==> config.mk <==
export PLATFORM = sky130hd
export DESIGN_NAME = rf_write_queue_2w
export DESIGN_NICKNAME = d
export VERILOG_FILES = /design/src/rtl/rf_write_queue_2w.sv
export SDC_FILE = /design/constraint.sdc
export NUM_CORES = 1
export LEC_CHECK = 0
export CAP_MARGIN = 20
export CORE_MARGIN = 2
export CORE_UTILIZATION = 48
export DETAILED_ROUTE_END_ITERATION = 8
export HOLD_SLACK_MARGIN = 0.06
export PLACE_DENSITY = 0.81
export REMOVE_ABC_BUFFERS = 1
export SLEW_MARGIN = 30
export SYNTH_ARGS = -nofsm -noshare
export SYNTH_HDL_FRONTEND = slang
export SYNTH_SLANG_ARGS = --single-unit
==> constraint.sdc <==
create_clock -name clk -period 5.9 [get_ports clk]
set_input_delay 1.18 -clock clk [delete_from_list [all_inputs] [get_ports clk]]
set_output_delay 1.18 -clock clk [all_outputs]
set_load 0.05 [all_outputs]
==> src/rtl/rf_write_queue_2w.sv <==
// Write-side front end for the 2-write-port register RAMs.
// Takes up to two writeback requests per cycle and buffers them in a circular queue.
// Drains the queue in order onto two RAM write ports, oldest entry on port 1.
// Forwards queued data to two read ports so that readers always see the newest value.
//
// Handshake: a lane request is accepted at a rising edge when its in_valid is high
// and in_ready is high. in_ready depends only on the registered occupancy. A request
// presented while in_ready is low is ignored, and the source holds it until
// in_ready is seen.

`ifndef DATA_LEN
`define DATA_LEN 32
`endif

module rf_write_queue_2w #(
  parameter int ADDR_W = 5,
  parameter int DATA_W = `DATA_LEN,
  parameter int QDEPTH = 4
) (
  input  logic                      clk,
  input  logic                      reset,
  input  logic                      in_valid1,
  input  logic [ADDR_W-1:0]         in_addr1,
  input  logic [DATA_W-1:0]         in_data1,
  input  logic                      in_valid2,
  input  logic [ADDR_W-1:0]         in_addr2,
  input  logic [DATA_W-1:0]         in_data2,
  output logic                      in_ready,
  input  logic                      drain_en,
  output logic [ADDR_W-1:0]         waddr1,
  output logic [DATA_W-1:0]         wdata1,
  output logic                      we1,
  output logic [ADDR_W-1:0]         waddr2,
  output logic [DATA_W-1:0]         wdata2,
  output logic                      we2,
  input  logic [ADDR_W-1:0]         raddr1,
  input  logic [DATA_W-1:0]         ram_rdata1,
  output logic [DATA_W-1:0]         rdata1,
  input  logic [ADDR_W-1:0]         raddr2,
  input  logic [DATA_W-1:0]         ram_rdata2,
  output logic [DATA_W-1:0]         rdata2,
  output logic [$clog2(QDEPTH):0]   count
);

  localparam int PTR_W = $clog2(QDEPTH);
  localparam int CNT_W = PTR_W + 1;

  logic [ADDR_W-1:0] q_addr [QDEPTH];
  logic [DATA_W-1:0] q_data [QDEPTH];

  logic [PTR_W-1:0] head;
  logic [PTR_W-1:0] tail;
  logic [PTR_W-1:0] head1;
  logic [PTR_W-1:0] tail2;

  logic       acc1;
  logic       acc2;
  logic [1:0] n_acc;
  logic [1:0] n_drn;

  // Enqueue side: room for a full pair is needed before either lane is taken.
  always_comb begin
    in_ready = (count <= CNT_W'(QDEPTH - 2));
    acc1     = in_ready & in_valid1;
    acc2     = in_ready & in_valid2;
    n_acc    = {1'b0, acc1} + {1'b0, acc2};
    // Lane 2 lands right after lane 1, or at tail itself when lane 1 is idle.
    tail2    = tail + PTR_W'(acc1);
  end

  // Drain side: head on port 1 and head+1 on port 2; idle ports drive zeros.
  always_comb begin
    head1  = head + PTR_W'(1);
    we1    = drain_en & (count >= CNT_W'(1));
    we2    = drain_en & (count >= CNT_W'(2));
    n_drn  = {1'b0, we1} + {1'b0, we2};
    waddr1 = '0;
    wdata1 = '0;
    waddr2 = '0;
    wdata2 = '0;
    if (we1) begin
      waddr1 = q_addr[head];
      wdata1 = q_data[head];
    end
    if (we2) begin
      waddr2 = q_addr[head1];
      wdata2 = q_data[head1];
    end
  end

  // Read forwarding: walk entries oldest to youngest so that the youngest match wins.
  // Entries being drained this cycle still count, since the RAM only updates at the edge.
  always_comb begin : fwd
    logic [PTR_W-1:0] idx;
    idx    = '0;
    rdata1 = ram_rdata1;
    rdata2 = ram_rdata2;
    for (int i = 0; i < QDEPTH; i++) begin
      idx = head + PTR_W'(i);
      if (CNT_W'(i) < count) begin
        if (q_addr[idx] == raddr1) rdata1 = q_data[idx];
        if (q_addr[idx] == raddr2) rdata2 = q_data[idx];
      end
    end
  end

  // Pointer and occupancy registers; a reset discards every queued entry.
  always_ff @(posedge clk) begin
    if (reset) begin
      head  <= '0;
      tail  <= '0;
      count <= '0;
    end else begin
      head  <= head + PTR_W'(n_drn);
      tail  <= tail + PTR_W'(n_acc);
      count <= count + CNT_W'(n_acc) - CNT_W'(n_drn);
    end
  end

  // Entry storage; contents need no reset because count gates every use.
  always_ff @(posedge clk) begin
    if (!reset) begin
      if (acc1) begin
        q_addr[tail] <= in_addr1;
        q_data[tail] <= in_data1;
      end
      if (acc2) begin
        q_addr[tail2] <= in_addr2;
        q_data[tail2] <= in_data2;
      end
    end
  end

endmodule

# --- Yosys cells after proc, flatten, opt, wreduce, memory -nomap -nowiden ---
# Memories as Yosys holds them, arrays and structs flattened. A register that Yosys moved wholly into a read port is not among the register bits.
# Index checks and enable logic that the tools add are counted.
word_totals:
  reg_bits: 7
  ram_bits: 148
  elab_cells: 62
  n_memories: 2
mem_list:
  columns: ["name", "words", "width", "rd", "rd_ports_with_merged_regs", "write_ports", "line_no", "text"]
  rows:
  - ["q_data", 4, 32, 4, 1, 2, "49", "logic [DATA_W-1:0] q_data [QDEPTH];"]
  - ["q_addr", 4, 5, 4, 1, 2, "48", "logic [ADDR_W-1:0] q_addr [QDEPTH];"]
op_classes:
  n_addsub: 10
  n_lt_le_gt_ge: 7
  eq_ne: 8
  mux: 28
  bitwise_logic: 4
ops:
  columns: ["op", "count"]
  rows:
  - ["32-bit two-way mux", 18]
  - ["5-bit equality test", 8]
  - ["5-bit two-way mux", 2]
  - ["1-bit by 3-bit less-than comparator with 1-bit output, first input constant", 2]
  - ["2-bit by 3-bit less-than comparator with 1-bit output, first input constant", 2]
  - ["1-bit two-way mux", 6]
  - ["1-bit by 1-bit adder with 2-bit output", 2]
  - ["2-bit adder", 2]
  - ["2-bit adder, second input constant", 2]
  - ["1-bit bitwise AND", 4]
  - ["2-bit two-way mux", 2]
  - ["3-bit by 2-bit adder with 3-bit output", 1]
  - ["3-bit by 1-bit greater-or-equal comparator with 1-bit output, second input constant", 1]
  - ["3-bit by 2-bit greater-or-equal comparator with 1-bit output, second input constant", 1]
  - ["3-bit by 2-bit less-or-equal comparator with 1-bit output, second input constant", 1]
  - ["3-bit by 2-bit subtractor with 3-bit output", 1]
  - ["2-bit by 1-bit adder with 2-bit output", 1]
  - ["2-bit by 1-bit adder with 2-bit output, second input constant", 1]

# --- Longest topological paths before layout ---
# Gate-level depths: netlist of run 1.
logic_depth:
  word_depth: 9
  ltp_mapped: 13
  depth_no_buf: 12

# --- Least setup slack after synthesis of run 1 ---
# Ideal clock, no wire load.
synth_timing:
  path_type: "register to register"
  startpoint: "register count[2]"
  endpoint: "memory q_addr[0][0] (enable)"
  setup_ps: 534
  t_arrival_ps: 5809
  setup_slack_ps: -443
  stages_incl_launch_ff: 5
  n_path_buf: 1
  synth_period_minus_slack_ps: 6343
  path_cell_list: "dfxtp_1 clkbuf_1 a21oi_1 nand2_1 o41ai_1"
synth_rtl:
  columns: ["element", "line_no", "text"]
  rows:
  - ["start, declared", "42", "output logic [$clog2(QDEPTH):0] count"]
  - ["start signal, assigned", "116", "count <= count + CNT_W'(n_acc) - CNT_W'(n_drn);"]
  - ["end, declared", "48", null]

# --- Final worst setup path of run 1 ---
layout_timing:
  startpoint: "input raddr1[0]"
  endpoint: "output rdata1[27]"
layout_between:
  elab_chain_len: 9
  word_cells_on_any_way: 12
  cone_classes: "4 x eq/ne; 8 x mux"
layout_rtl:
  columns: ["element", "line_no", "text"]
  rows:
  - ["start, declared", "36", "input logic [ADDR_W-1:0] raddr1,"]
  - ["5-bit equality test", "101", "if (q_addr[idx] == raddr1) rdata1 = q_data[idx];"]
  - ["32-bit two-way mux", "101", null]
  - ["32-bit two-way mux", "100", "if (CNT_W'(i) < count) begin"]
  - ["32-bit two-way mux", "101", null]
  - ["32-bit two-way mux", "100", null]
  - ["32-bit two-way mux", "101", null]
  - ["32-bit two-way mux", "100", null]
  - ["32-bit two-way mux", "101", null]
  - ["32-bit two-way mux (*)", "100", null]
  - ["end, declared", "38", "output logic [DATA_W-1:0] rdata1,"]
# Mark *: on every way between the ends. The rest lies on a longest branch, timed or not.

==> impl_metrics.tcl, run 1 <==
set metrics [dict create \
    status "finished clean" \
    grt_antenna_before_repair 4 \
    cts_tree "built" \
    synthesis.area_um2 14800 \
    hpwl_mm 34.7 \
    slew_headroom_pct 34.3 \
    powerDensity_nw_per_um2 471 \
    grt_pass1_wl_mm 83.0 \
    chipHeight_um 180 \
    ctsResizeCount 0 \
    worstMarginPinSlew_ns 0.985 \
    cts_hold_buf 0 \
    hold_class "reg -> reg" \
    route.detailed.drc 0 \
    r2r_end "q_addr[0][0]" \
    whs_ns 0.704 \
    synth_warnings 0 \
    row_count 64 \
    critPathMaxFanout 32 \
    post_cts_buffers 0 \
    hold_violations 0 \
    ys_seq_area_share_pct 31.0 \
    drtAntennaViolNets 0 \
    core_area_um2 30500 \
    critPathRequiredTime_ns 4.72 \
    die-area_um2 32300 \
    power_leakage_nw 6.28 \
    ios 297 \
    initial_core_util_pct 48.5 \
    setup_viol 0 \
    hp-start "count[0]" \
    max_freq_ghz 0.181 \
    wire_per_inst_um 26.7 \
    reg2regPathDepth 10 \
    worstHoldEndpoint "count[0]" \
    ys.flop_type "edfxtp_1" \
    peakVddDrop_mv 0.296 \
    fillers 2304 \
    synth_seq_cells 155 \
    grt_pass1_vias 14500 \
    vias 14300 \
    drtIter0Drc 2010 \
    avgSynthCellArea_um2 10.5 \
    slew_viol_final 0 \
    cp.arrival_ns 4.36 \
    grt_max_degree 74 \
    slowest_stage "or2_2" \
    syn_inst 1408 \
    async_flop_share_pct 0 \
    final_layout_size_suffix_gt1_share_pct 28.2 \
    period_minus_slack_ns 5.54 \
    crit_chain "clkdlybuf4s50_1 -> xor2_4 -> or2_2 -> or2_2 -> a311o_1 -> a31oi_1 -> buf_12" \
    fin_util_pct 63.3 \
    final-seq-area_um2 4590 \
    synthDistinctLibCells 47 \
    gp_congestion 0.909 \
    rsz0062_at_grt "false" \
    final_net_count 1769 \
    fin_total_pwr_mw 9.10 \
    maxCapViolations 0 \
    max_stage_delay_ns 0.71 \
    first_pass_iters 8 \
    clk_transition_reported_paths_ns 0.06 \
    area_growth_pct 30.5 \
    cpMostUsedCell "or2_2" \
    worst_clock_skew_ns 0.00948 \
    finalCritPeriodShare_pct 93.8 \
    die_w_um 180 \
    clk_latency_ns 0.43 \
    grt_usage_pct 33.0 \
    multi_input_area_um2 9620 \
    hold-path-cell-count 2 \
    start_kind "input port" \
    clockRootBuffer "clkbuf_16" \
    grt_overflow 0 \
    crit_type "in -> out" \
    clk_path_buf_depth 2 \
    synth_edf_count 148 \
    endpoint_kind "primary output" \
    reg2reg_slack_ns 1.87 \
    viasPerCell 7.07 \
    cts.sinks 155 \
    worstReg2RegStart "count[2]" \
    cts-htree-levels 4 \
    drt-total-wl_mm 54.0 \
    numCtsBuffers 17 \
    place.port_buffers 296 \
]
area by class of cell:
class,instances,share of cell area (%)
diodes,6,0.0777
clock buffers,18,2.22
clock inverters,13,0.978
inverters,12,0.233
multi-input cells,1086,49.8
flip-flops and latches,155,23.8
well taps,396,2.56
repair buffers,335,20.4
per-stage QoR:
step	setup slack (ns)	area (um2)	instances	setup TNS [ns]
2_1_floorplan	-7.15	14100	1253	-526.65
3_5_place_dp	0.512	18700	1983	0
6_report	0.365	19300	2021	0
3_3_place_gp	0.573	18700	1983	0
5_1_grt	0.293	19300	2019	0
4_1_cts	0.475	19300	2014	0
critical path: cells and delay by family:
family	cells	cell delay, ns
and+or+nand+nor	2	1.20
AOI/OAI and AO/OA	2	0.88
buffers and inverters	2	0.81
xor gates and xnor gates	1	0.26
cell usage after synthesis (22+ instances only):
master	count	area share, %
nor2_1	107	2.7
clkbuf_1	90	2.3
a311o_1	32	2.2
nand2_1	93	2.4
nand3_1	31	1.0
buf_2	33	1.1
nor2b_1	49	2.1
a31oi_1	66	2.8
mux4_2	121	18
o311ai_1	32	1.9
mux2i_1	23	1.6
a211oi_1	22	1.1
nand2b_1	30	1.3
o21ai_0	38	1.3
nand4_1	40	1.7
edfxtp_1	148	30
and3_1	62	2.6
xnor2_1	29	1.7
a21boi_0	32	1.6
mux2_2	151	11
nor3_1	31	1.0
power breakdown:
group | internal [mW] | leakage [nW] | switching, mW | total [mW]
registers | 1.47 | 1.41 | 0.229 | 1.70
clock network | 0.711 | 0.298 | 0.473 | 1.18
logic | 2.45 | 4.58 | 3.77 | 6.22
total | 4.63 | 6.28 | 4.47 | 9.10
kinds of logic (layout without fill, tap and decap cells):
logic type | Yosys count | in the layout | share of synthesized area, %
fa+ha+maj | 9 | 9 | 0.862
other cells | 0 | 6 | 0
buf+inv | 167 | 378 | 5.14
flops | 155 | 155 | 31.0
compound gates | 242 | 242 | 11.6
xor+xnor | 45 | 45 | 2.66
simple gates | 495 | 495 | 17.3
mux | 295 | 295 | 31.4
registers in the layout, indices dropped and copies added (netlist names):
signal / count
count: 3
q_data: 128
head: 2
q_addr: 20
tail: 2
placed cells by master, fill, tap and decap left out, drive strengths merged, types with 2 or more instances in the layout:
master,count
clkdlybuf4s50,231
mux2,151
edfxtp,148
mux4,121
nor2,107
buf,104
nand2,93
a31oi,66
and3,62
nor2b,49
nand4,40
o21ai,38
o311ai,32
a21boi,32
a311o,32
nor3,31
nand3,31
nand2b,30
xnor2,29
mux2i,23
or2,23
a211oi,22
clkbuf,18
a21oi,17
xor2,16
inv,15
and2,11
nor3b,9
ha,7
dfxtp,7
diode,6
nand3b,4
bufinv,4
clkinv,4
fa,2
clkinvlp,2
layer usage:
metal | routed length (um) | global-route usage [%] | part of all wire, % | vias up
met5 | 0 | 0 | 0 | -
met4 | 3600 | 22.0 | 6.7 | 0
met3 | 6780 | 8.41 | 13 | 342
met2 | 25100 | 52.0 | 46 | 1250
met1 | 18600 | 40.2 | 34 | 6801
li1 | - | - | - | 5904
how the worst max path moves through the flow:
stage,endpoint,cells after the start,start,slack (ns)
after floorplan,rdata1[0],6,head[0],-7.15
after global placement,rdata1[27],7,raddr1[0],0.57
after global routing,rdata2[2],7,head[0],0.29
after detailed placement,rdata1[27],7,raddr1[0],0.51
after CTS,rdata1[27],7,raddr1[0],0.47
final,rdata1[27],7,raddr1[0],0.36
No activity file was read; power rests on OpenSTA's default activity.
==> run 2, diff against run 1 <==
- CORE_UTILIZATION: 48 -> 46
- CTS_BUF_LIST: default -> sky130_fd_sc_hd__clkbuf_8 sky130_fd_sc_hd__clkbuf_16
- PLACE_DENSITY: 0.81 -> 0.78
==> impl_metrics.tcl, run 2 (same netlist as run 1, synthesis figures left out) <==
set metrics [dict create \
    numCtsBuffers 17 \
    critPathRequiredTime_ns 4.72 \
    core_area_um2 31600 \
    endpoint_kind "primary output" \
    first_pass_iters 8 \
    critPathMaxFanout 32 \
    placedInstanceArea_um2 18700 \
    use_met3_pct 7.19 \
    crit_type "in -> out" \
    hold_class "reg -> reg" \
    cp.arrival_ns 4.22 \
    ios 297 \
    reg_top3 "q_data: 128 flops, q_addr: 20 flops, count: 3 flops" \
    powerDensity_nw_per_um2 463 \
    route.detailed.drc 0 \
    cts_hold_buf 0 \
    die-area_um2 33600 \
    dp.cells 1989 \
    largest-register "q_data" \
    viasPerCell 6.88 \
    wire_per_inst_um 26.5 \
    grt_pass1_wl_mm 81.1 \
    final_net_count 1768 \
    post_cts_buffers 0 \
    status "finished clean" \
    max_freq_ghz 0.185 \
    slew_viol_final 0 \
    start_kind "input port" \
    grt-busiest-layer "met2" \
    maxCapViolations 0 \
    area_growth_pct 29.9 \
    gp_congestion 0.880 \
    clk_latency_ns 0.43 \
    hold_violations 0 \
    final_layout_size_suffix_gt1_share_pct 28.2 \
    drt-total-wl_mm 53.6 \
    vias 13900 \
    row_count 65 \
    slew_headroom_pct 35.2 \
    grt_max_degree 120 \
    grt_usage_pct 31.7 \
    die_w_um 183 \
    finalCritPeriodShare_pct 91.6 \
    period_minus_slack_ns 5.40 \
    chipHeight_um 183 \
    tns_ns 0 \
    cts_tree "built" \
    peakVddDrop_mv 0.281 \
    initial_core_util_pct 46.8 \
    final_area_um2 19200 \
    drtAntennaViolNets 0 \
    rsz0062_at_grt "false" \
    clk_transition_reported_paths_ns 0.07 \
    finalWorstSetupSlack_ns 0.497 \
    setup_viol 0 \
    pre_cts_slack_ns 0.559 \
    worstMarginPinSlew_ns 0.972 \
    grt_use_met2_pct 51.4 \
    final_common_cell "clkdlybuf4s50_1" \
    cts-htree-levels 4 \
    use_met1_pct 38.9 \
    largest_register_ffs 128 \
    hpwl_mm 34.7 \
    grt_overflow 0 \
    fillers 2511 \
    final_cell_mix "231 x clkdlybuf4s50_1, 151 x mux2_2, 148 x edfxtp_1, 121 x mux4_2, 104 x nor2_1" \
    power_leakage_nw 6.24 \
    ctsResizeCount 0 \
    final_cells 2024 \
    place.port_buffers 296 \
    cts.sinks 155 \
    grt_pass1_vias 14200 \
    clk_path_buf_depth 2 \
    clockRootBuffer "clkbuf_16" \
    drtIter0Drc 1604 \
    grt_antenna_before_repair 6 \
    worst_clock_skew_ns 0.0137 \
]
[run 2: cell count changes in the layout (fill, tap and decap cells not counted), sizes merged]
cell	before	now
buf	104	103
bufinv	4	0
clkbuf	18	17
clkinv	4	5
clkinvlp	2	3
diode	6	3
inv	15	19
[run 2: layout make-up]
| cell class | instances | area (um2) | area share, % |
|---|---|---|---|
| antenna | 3 | 7.51 | 0.0390 |
| sequential | 155 | 4590 | 23.9 |
| inverter | 12 | 45.0 | 0.234 |
| clock buffer | 17 | 425 | 2.21 |
| tap | 402 | 503 | 2.62 |
| clock inverter | 15 | 116 | 0.605 |
| timing repair buffer | 334 | 3920 | 20.4 |
| multi-input combinational | 1086 | 9620 | 50.0 |
[run 2: worst paths after layout]
path,start,endpoint,slack (ns),depth (start not counted)
max reg2reg,count[2],count[2],1.58,12
min reg2reg,count[0],count[0],0.69,2
min,count[0],count[0],0.69,2
max,raddr1[0],rdata1[16],0.50,7
[run 2: power by group]
group          total, mW  leakage (nW)  switching, mW  internal (mW)
logic               6.17          4.57           3.72           2.45
registers           1.70          1.41          0.238           1.47
clock network       1.04         0.266          0.490          0.546
[run 2: per-layer routing]
metal / part of all wire, % / wire length (um)
met1: 36 / 19400
met2: 48 / 25600
met3: 11 / 6010
met4: 4.9 / 2610
met5: 0.024 / 13
[run 2: stage by stage]
| step | util [%] | hold slack [ns] | total power [mW] |
|---|---|---|---|
| 2_1_floorplan | - | 0.649 | 5.80 |
| 3_3_place_gp | 59.0 | 0.667 | 7.65 |
| 3_5_place_dp | 59.0 | 0.674 | 7.77 |
| 4_1_cts | 60.8 | 0.697 | 8.82 |
| 5_1_grt | 60.8 | 0.770 | 9.24 |
| 6_report | 60.8 | 0.685 | 8.91 |
[run 2: critical path: stages]
cell	delay, ns
clkdlybuf4s50_1	0.60
xor2_4	0.26
or2_2	0.45
or2_2	0.70
a311o_1	0.41
a31oi_1	0.40
buf_12	0.20
